[src/rtl/seq_pkg.sv]
// Shared types and defaults for the input conditioning ahead of the sequence FSM.
package seq_pkg;

  localparam int unsigned SyncStagesDefault     = 2;
  localparam int unsigned DebounceCyclesDefault = 4;

  typedef enum logic [1:0] {
    StStableLo = 2'b00,
    StChkHi    = 2'b01,
    StStableHi = 2'b10,
    StChkLo    = 2'b11
  } deb_state_t;

endpackage

[src/rtl/bit_sync.sv]
// Multi-flop synchroniser for a single asynchronous bit, synchronously cleared to 0.
module bit_sync #(
  parameter int unsigned SYNC_STAGES = 2
) (
  input  logic clk,
  input  logic rst,
  input  logic d_i,
  output logic q_o
);

  logic [SYNC_STAGES-1:0] sync_q, sync_d;

  always_comb begin
    sync_d = {sync_q[SYNC_STAGES-2:0], d_i};
  end

  always_ff @(posedge clk) begin
    if (rst) begin
      sync_q <= '0;
    end else begin
      sync_q <= sync_d;
    end
  end

  assign q_o = sync_q[SYNC_STAGES-1];

endmodule

[src/rtl/input_debounce.sv]
// Synchronises and debounces x_raw into a clean level plus one-cycle rise/fall strobes.
module input_debounce
  import seq_pkg::*;
#(
  parameter int unsigned SYNC_STAGES     = SyncStagesDefault,
  parameter int unsigned DEBOUNCE_CYCLES = DebounceCyclesDefault,
  parameter int unsigned CNT_W           = $clog2(DEBOUNCE_CYCLES) + 1
) (
  input  logic clk,
  input  logic rst,
  input  logic x_raw,
  output logic x_clean,
  output logic x_rise,
  output logic x_fall,
  output logic busy
);

  localparam logic [CNT_W-1:0] CntMax = CNT_W'(DEBOUNCE_CYCLES - 1);
  localparam logic [CNT_W-1:0] CntOne = CNT_W'(1);

  logic       s;
  deb_state_t state_q, state_d;
  logic [CNT_W-1:0] cnt_q, cnt_d;
  logic x_clean_q, x_clean_d;
  logic x_rise_q, x_rise_d;
  logic x_fall_q, x_fall_d;
  logic busy_q, busy_d;

  bit_sync #(
    .SYNC_STAGES (SYNC_STAGES)
  ) u_bit_sync (
    .clk (clk),
    .rst (rst),
    .d_i (x_raw),
    .q_o (s)
  );

  always_comb begin
    state_d   = state_q;
    cnt_d     = cnt_q;
    x_clean_d = x_clean_q;
    x_rise_d  = 1'b0;
    x_fall_d  = 1'b0;

    case (state_q)
      StStableLo: begin
        if (s) begin
          state_d = StChkHi;
          cnt_d   = CntOne;
        end else begin
          cnt_d = '0;
        end
      end
      StChkHi: begin
        if (!s) begin
          // Candidate died before qualifying: drop it silently.
          state_d = StStableLo;
          cnt_d   = '0;
        end else if (cnt_q == CntMax) begin
          state_d   = StStableHi;
          cnt_d     = '0;
          x_clean_d = 1'b1;
          x_rise_d  = 1'b1;
        end else begin
          cnt_d = cnt_q + CntOne;
        end
      end
      StStableHi: begin
        if (!s) begin
          state_d = StChkLo;
          cnt_d   = CntOne;
        end else begin
          cnt_d = '0;
        end
      end
      StChkLo: begin
        if (s) begin
          state_d = StStableHi;
          cnt_d   = '0;
        end else if (cnt_q == CntMax) begin
          state_d   = StStableLo;
          cnt_d     = '0;
          x_clean_d = 1'b0;
          x_fall_d  = 1'b1;
        end else begin
          cnt_d = cnt_q + CntOne;
        end
      end
      default: begin
        state_d   = StStableLo;
        cnt_d     = '0;
        x_clean_d = 1'b0;
      end
    endcase

    busy_d = (state_d == StChkHi) || (state_d == StChkLo);
  end

  always_ff @(posedge clk) begin
    if (rst) begin
      state_q   <= StStableLo;
      cnt_q     <= '0;
      x_clean_q <= 1'b0;
      x_rise_q  <= 1'b0;
      x_fall_q  <= 1'b0;
      busy_q    <= 1'b0;
    end else begin
      state_q   <= state_d;
      cnt_q     <= cnt_d;
      x_clean_q <= x_clean_d;
      x_rise_q  <= x_rise_d;
      x_fall_q  <= x_fall_d;
      busy_q    <= busy_d;
    end
  end

  assign x_clean = x_clean_q;
  assign x_rise  = x_rise_q;
  assign x_fall  = x_fall_q;
  assign busy    = busy_q;

endmodule

[config.mk]
export PLATFORM = sky130hd
export DESIGN_NAME = input_debounce
export DESIGN_NICKNAME = d
export VERILOG_FILES = /design/src/rtl/seq_pkg.sv /design/src/rtl/bit_sync.sv /design/src/rtl/input_debounce.sv
export SDC_FILE = /design/constraint.sdc
export NUM_CORES = 1
export LEC_CHECK = 0
export CAP_MARGIN = 10
export CORE_AREA = 2 2 39 41
export CTS_BUF_LIST = sky130_fd_sc_hd__clkbuf_2 sky130_fd_sc_hd__clkbuf_4 sky130_fd_sc_hd__clkbuf_8
export DETAILED_ROUTE_END_ITERATION = 16
export DIE_AREA = 0 0 41 43
export GPL_TIMING_DRIVEN = 0
export HOLD_SLACK_MARGIN = 0.12
export PLACE_DENSITY = 0.54
export REMOVE_ABC_BUFFERS = 1
export SETUP_SLACK_MARGIN = 0.2
export SLEW_MARGIN = 30
export SYNTH_ARGS = -nofsm -noshare
export SYNTH_HDL_FRONTEND = slang
export SYNTH_SLANG_ARGS = --single-unit
[constraint.sdc]
create_clock -name clk -period 2.1 [get_ports clk]
set_input_delay 0.42 -clock clk [delete_from_list [all_inputs] [get_ports clk]]
set_output_delay 0.42 -clock clk [all_outputs]
set_load 0.01 [all_outputs]
Yosys cells after proc, flatten, opt, wreduce, memory -nomap -nowiden
Cells that the tools add are included.

Add/subtract/negate cells: 1. Multipliers: 0. Div/mod/pow operators: 0. Magnitude comparators: 0. Eq/ne operators: 10. Shifts and indexed selects: 0. Muxes and demuxes: 19. Bitwise logic cells: 3. Reductions and logical operators: 6.

Operator list (number): 2-bit two-way mux (6); 3-bit one-hot mux with 4 select lines (1); 3-bit two-way mux (3); 2-bit one-hot mux with 4 select lines (1); 1-bit two-way mux (7); 2-bit == test, second input constant (3); 2-bit inequality test, second input constant (3); 3-bit OR reduction (2); 5-bit AND reduction (1); 2-bit by 1-bit == test with 1-bit output, second input constant (2); 3-bit by 1-bit adder with 3-bit output, second input constant (1); 3-bit by 2-bit == test with 1-bit output, second input constant (1); 1-bit NOT (3); 2-bit logical NOT (1); 2-bit by 1-bit inequality test with 1-bit output, second input constant (1); 1-bit one-hot mux with 2 select lines (1); 2-bit nonzero test (1); 1-bit logical OR (1).

Register bits: 11. Bits in latches: 0. Memory bits (writable): 0. Bits in read-only memories: 0. Input port bits: 3. Word-level logic and storage cells: 46. Memories: 0.

Longest topological paths before layout
Gate-level depths: netlist of run 1.

Depth in word-level cells: 6. Depth in mapped cells: 4. Gate-level depth less buffers: 4.

Modules after synthesis
From an unflattened synthesis of run 1, not the netlist that was laid out.

Cells, all modules: 32. Area total of the unflattened synthesis: 371.6 um2.

Modules (own cells, without submodules): input_debounce (times used 1, cells each 28, area an instance 319.1 um2, sequential area each 180.2 um2); bit_sync (times used 1, cells each 4, area an instance 52.6 um2, sequential area each 40.0 um2).

Worst setup path before layout of run 1
No wires, ideal clock.

Kind: register to register. Start point: reg cnt_q[0]. End point: reg cnt_q[0]. Setup time: 0.118 ns. Data arrival time: 0.990 ns. Path slack: 0.992 ns. Stages on the path, launching flop included: 5. Cells stage by stage: dfxtp_1 -> ha_1 -> nand3b_1 -> and3b_1 -> a21boi_2.

Word-level cells in the longest chain between the ends: 4. Elaborated cells between the ends (all ways): 6. Those cells by class: add/sub (1); eq/ne (1); mux (4).

RTL lines: start: declaration (line input_debounce.sv:23) `logic [CNT_W-1:0] cnt_q, cnt_d;`; start signal: assignment (line input_debounce.sv:109) `cnt_q <= cnt_d;`; 3-bit by 1-bit adder with 3-bit output or 3-bit by 2-bit == test with 1-bit output (tied branches); 3-bit two-way mux * (line input_debounce.sv:59, input_debounce.sv:80); 3-bit two-way mux (on tied branches) (line input_debounce.sv:77, input_debounce.sv:55); 3-bit one-hot mux with 4 select lines * (line input_debounce.sv:45) `case (state_q)`.

Every way passes the cells marked *; elsewhere a longest branch is shown, timed or not. A chain may end at the register's enable or synchronous reset.

Worst setup path after layout of run 1
Start point: reg x_clean_q, in the netlist x_clean. End point: out x_clean.

RTL lines: start: declaration (line input_debounce.sv:24) `logic x_clean_q, x_clean_d;`; start signal: assignment (line input_debounce.sv:110) `x_clean_q <= x_clean_d;`; end: declaration (line input_debounce.sv:12) `output logic x_clean,`.

No word-level cell between the ends.

==> impl_metrics.tcl, run 1 <==
set metrics [dict create \
    timing.final.crit_period_ps 1580 \
    cts_tree "done" \
    grt_overflow_total 0 \
    syn2layout_area_growth_pct 29.0 \
    routed_wl_um 537 \
    tns_ps 0 \
    ctsHoldBuffers 0 \
    clockBufferDepth 2 \
    dp.cells 54 \
    met3WireLength_um 40 \
    crit_buf_inv 1 \
    syn_area_sq_um 372 \
    drt_iter0_drc 0 \
    setup_viol 0 \
    maxSlewHeadroom_pct 83.1 \
    wl_per_cell_um 9.26 \
    wl_met1_um 219 \
    cts.sinks 11 \
    p_per_area_nw_per_um2 796 \
    startpoint "x_clean" \
    critPathCaptureType "output port" \
    drtAntennaViolNets 0 \
    path_clk_slew_ps 70 \
    antennaDiodeCount 0 \
    grt_pass1_vias 226 \
    cp_cell_sequence "clkdlybuf4s50_1" \
    track_usage_pct 8.38 \
    multiInputGateArea_sq_um 148 \
    nFillCells 139 \
    cts_made_buffers 3 \
    cts_resized 0 \
    worst_slew_pin_slew_ps 251 \
    fin_area_sq_um 479 \
    leakagePower_nw 0.187 \
    drc 0 \
    grt_start_max_net_pins 10 \
    layout_commonest_cell "dfxtp_1" \
    start_util_pct 26.9 \
    top_layer "met4" \
    cp_slowest_stage_delay_ps 540 \
    gp_congestion 0.744 \
    drive_gt1_share_pct 11.9 \
    num_rows 14 \
    grt_pass1_wl_um 869 \
    insertion_delay_ps 280 \
    fin_nets 47 \
    ir_worst_vdd_mv 0.309 \
    drv_cap 0 \
    synth.distinct_cells 15 \
    register_area_sq_um 220 \
    antenna_found_initial 0 \
    cts_max_level 1 \
    skew_ps 5.02 \
    cts_setup_buffers 0 \
    start_kind "flip-flop" \
    ys_warn_count 0 \
    firstDrtPassIters 1 \
    timing.final.crit_share_pct 75.2 \
    required_ps 1680 \
    die_y_um 43 \
    placed_area_sq_um 452 \
    crit_type "flip-flop to output port" \
    cp_max_fo 3 \
    crit_slowest_cell "clkdlybuf4s50_1" \
    hpwlAfterDp_um 394 \
    hold_path.startpoint "u_bit_sync.sync_q[0]" \
    grt_setup_unrepaired "false" \
    maxSlewViolCount 0 \
    layout_common_cells "11 x dfxtp_1, 6 x clkdlybuf4s50_1, 3 x clkbuf_4" \
    outcome "finished, final reports clean" \
    syn-mean-instance-area_sq_um 11.6 \
    viasPerCell 4.62 \
    io_pins 7 \
    die-area_sq_um 1760 \
    seq_area_frac_synth_pct 59.3 \
    cp_data_arrival_time_ps 1160 \
    die_x_um 41 \
    crit_family "buffers and inverters" \
    wl_met2_um 242 \
    vias 268 \
    max_freq_ghz 0.633 \
    syn_inst 32 \
    portBuffers 6 \
    clockRootBuffer "clkbuf_4" \
    min_path_type "flip-flop to flip-flop" \
    yosys_register_bits 11 \
    r2r_start "cnt_q[0]" \
    finalHoldViolations 0 \
    total_power_mw 0.382 \
    design.core.area_sq_um 1380 \
    stdcell_count 58 \
]
[metrics by stage]
stage | hold slack (ps) | util [%] | worst slack [ps]
after floorplan | 414 | - | 992
after global placement | 424 | 32.6 | 585
after detailed placement | 437 | 32.6 | 568
after CTS | 458 | 34.6 | 510
after global routing | 464 | 34.6 | 471
final | 451 | 34.6 | 520
[cells in the mapped netlist]
library cell | n | area [sq um]
a21oi_1 | 2 | 10.0
nor4b_1 | 2 | 17.5
o21ai_0 | 2 | 10.0
nor3b_1 | 1 | 7.51
nor2b_1 | 2 | 12.5
and4b_1 | 1 | 10.0
o21bai_1 | 1 | 7.51
xor2_1 | 1 | 8.76
dfxtp_1 | 11 | 220
inv_1 | 1 | 3.75
ha_1 | 1 | 12.5
nand3b_1 | 2 | 15.0
a21boi_2 | 1 | 11.3
and3b_1 | 2 | 17.5
nor2_1 | 2 | 7.51
[where the power goes]
group	leakage [nW]	internal [mW]	switching, mW
logic	0.0800	0.0116	0.00664
registers	0.0894	0.214	0.00323
clock network	0.0177	0.0708	0.0756
[path summary, 6_finish.rpt]
check / end / slack (ps) / cells past startpoint
max: x_clean / 520 / 1
min: u_bit_sync.sync_q[1] / 450 / 1
max reg2reg: cnt_q[0] / 880 / 4
min reg2reg: u_bit_sync.sync_q[1] / 450 / 1
[layer usage]
layer,global-route usage (%),up-vias
met5,0,-
met4,12.0,0
met3,3.14,5
met2,10.6,9
met1,8.20,122
li1,-,132
[cell type report]
| type | instances | area share [%] |
|---|---|---|
| flip-flops and latches | 11 | 46.0 |
| clock buffers | 3 | 4.70 |
| multi-input cells | 20 | 30.8 |
| clock inverters | 1 | 1.04 |
| inverters | 1 | 0.783 |
| repair buffers | 6 | 12.5 |
| well taps | 16 | 4.18 |
[flip-flops by register name (all words and copies together), names as in the netlist]
register and flops:
cnt_q 3, state_q 2, u_bit_sync.sync_q 2, busy 1, x_clean 1, x_fall 1
x_rise 1
[logic make-up (layout without fill, tap and decap cells)]
| group | Yosys count | in the layout | share of synthesized area (%) |
|---|---|---|---|
| buf+inv | 1 | 11 | 1.01 |
| simple gates | 12 | 12 | 23.6 |
| compound gates | 6 | 6 | 10.4 |
| xor+xnor | 1 | 1 | 2.36 |
| flops | 11 | 11 | 59.3 |
| fa+ha+maj | 1 | 1 | 3.37 |
Power figures use the tool's default switching activity.
==> run 2: changes to the inputs <==
- PLACE_DENSITY: 0.54 -> 0.56
- clock period: 2.1 -> 1.33 ns (I/O delays scaled with it)
==> run 2 against run 1 <==
Flip-flop and latch count stayed put. Combinational power is 50% higher. Via count is 6.3% higher. Cell area is 6.3% higher. First-iteration DRC count is 2 higher. Critical path type is now flip-flop to flip-flop. Sequential power is 58% higher. Die area stayed put. Cell count is 3.4% higher. Largest cell class unchanged.
==> impl_metrics.tcl, run 2 (synthesis results as in run 1) <==
set metrics [dict create \
    outcome "finished, final reports clean" \
    register_area_sq_um 223 \
    crit_type "flip-flop to flip-flop" \
    clockPowerShare_pct 40.4 \
    timing.final.crit_period_ps 1120 \
    die_y_um 43 \
    clockBufferDepth 2 \
    p_int_mw 0.490 \
    grt_setup_unrepaired "true" \
    path_clk_slew_ps 70 \
    share_seq_of_total_power_pct 55.2 \
    layout_commonest_cell "dfxtp_1" \
    clockRootBuffer "clkbuf_4" \
    largest_reg_flops 3 \
    grt_pass1_wl_um 1160 \
    antenna_found_initial 0 \
    setup_ws_ps 210 \
    cts_made_buffers 3 \
    die-area_sq_um 1760 \
    cp_max_fo 6 \
    firstDrtPassIters 3 \
    dp.cells 54 \
    drtAntennaViolNets 0 \
    die_x_um 41 \
    cts_max_level 1 \
    cts.sinks 11 \
    vias 285 \
    wl_per_cell_um 9.93 \
    num_rows 14 \
    track_usage_pct 10.4 \
    design.core.area_sq_um 1380 \
    cp_data_arrival_time_ps 1290 \
    worst-r2r-cell-count 4 \
    portBuffers 6 \
    setup_viol 0 \
    grt_overflow_total 0 \
    drc 0 \
    cp_slowest_stage_delay_ps 350 \
    combPwrFrac_pct 4.4 \
    swShare_pct 21.0 \
    stdcell_count 60 \
    fin_area_sq_um 509 \
    grt_start_max_net_pins 10 \
    cts_tree "done" \
    start_kind "flip-flop" \
    rrSetupSlack_ps 210 \
    crit_slowest_cell "dfxtp_2" \
    maxSlewViolCount 0 \
    routed_wl_um 596 \
    dp_slack_ps -68.4 \
    start_util_pct 26.9 \
    max_freq_ghz 0.893 \
    finalHoldViolations 0 \
    skew_ps 1.33 \
    p_per_area_nw_per_um2 1220 \
    layout_common_cells "9 x dfxtp_1, 4 x clkbuf_4, 3 x clkdlybuf4s15_1" \
    placed_area_sq_um 452 \
    io_pins 7 \
    timing.final.crit_share_pct 84.2 \
    top_register "cnt_q" \
    drive_gt1_share_pct 25.0 \
    worst_slew_pin_slew_ps 291 \
    cp_cell_sequence "ha_4 > nand3b_1 > and3b_1 > a21boi_2" \
    ir_worst_vdd_mv 0.452 \
    min_path_type "primary input to flip-flop" \
    total_power_mw 0.621 \
    switchingPower_mw 0.130 \
    reg_top3 "cnt_q: 3 flops, state_q: 2 flops, u_bit_sync.sync_q: 2 flops" \
    leakagePower_nw 0.210 \
    gp_congestion 0.727 \
    insertion_delay_ps 270 \
    drt_iter0_drc 2 \
    hold_depth 2 \
    syn2layout_area_growth_pct 37.0 \
    fin_nets 49 \
    maxSlewHeadroom_pct 80.6 \
    required_ps 1500 \
    viasPerCell 4.75 \
    drv_cap 0 \
    whs_ps 349 \
    multiInputGateArea_sq_um 160 \
    grt_pass1_vias 298 \
    antennaDiodeCount 0 \
    nFillCells 145 \
    critPathCaptureType "flip-flop" \
]
==> run 2: cell count changes in the layout (fill, tap and decap cells not counted), sizes merged <==
cell	change
clkdlybuf4s15	+3
clkdlybuf4s50	-5
buf	+2
clkbuf	+2
dlymetal6s2s	+1
clkinv	-1
==> run 2: path summary, 6_finish.rpt <==
check                            start              endpoint
hold reg to reg   u_bit_sync.sync_q[0]  u_bit_sync.sync_q[1]
setup / recovery              cnt_q[0]              cnt_q[0]
setup reg to reg              cnt_q[0]              cnt_q[0]
hold / removal                     rst            state_q[1]
==> run 2: metal layers <==
metal | global-route usage (%) | up-vias | wire length [um]
li1 | - | 136 | -
met3 | 3.14 | 5 | 37
met4 | 10.0 | 0 | 27
met2 | 15.3 | 9 | 315
met1 | 10.9 | 135 | 215
met5 | 0 | - | 0
==> run 2: what timing repair did <==
item / CTS / global route
pin swaps: 3 / 1
gates cloned: 0 / 0
resized for setup: 8 / 6
buffers inserted: 2 / 0
hold buffers: 0 / 0
endpoints found under the hold margin: 0 / 0
setup endpoints to repair: 8 / 10
==> run 2: area by class of cell <==
class,instances,share of cell area [%]
flip-flops and latches,11,43.7
multi-input cells,20,31.4
repair buffers,8,14.3
clock buffers,4,5.90
well taps,16,3.93
inverters,1,0.737
==> run 2: critical path: cells and delay by family (launching register included) <==
family          cells  cell delay, ps
compound gates      1             150
simple gates        2             390
fa+ha+maj           1             130
flops               1             350
==> run 2: through the flow <==
step / utilization [%] / setup TNS [ps]
floorplan: - / 0
finish: 36.8 / 0
CTS: 36.6 / 0
detailed placement: 32.6 / -101
global placement: 32.6 / -41.4
global route: 36.8 / 0
==> run 2: power by group through the flow <==
stage | Clock [mW] | Combinational (mW) | Sequential (mW)
2_1_floorplan | 0 | 0.0104 | 0.351
3_3_place_gp | 0 | 0.0288 | 0.350
3_5_place_dp | 0 | 0.0296 | 0.350
4_1_cts | 0.255 | 0.0286 | 0.342
5_1_grt | 0.269 | 0.0314 | 0.344
6_report | 0.251 | 0.0273 | 0.343
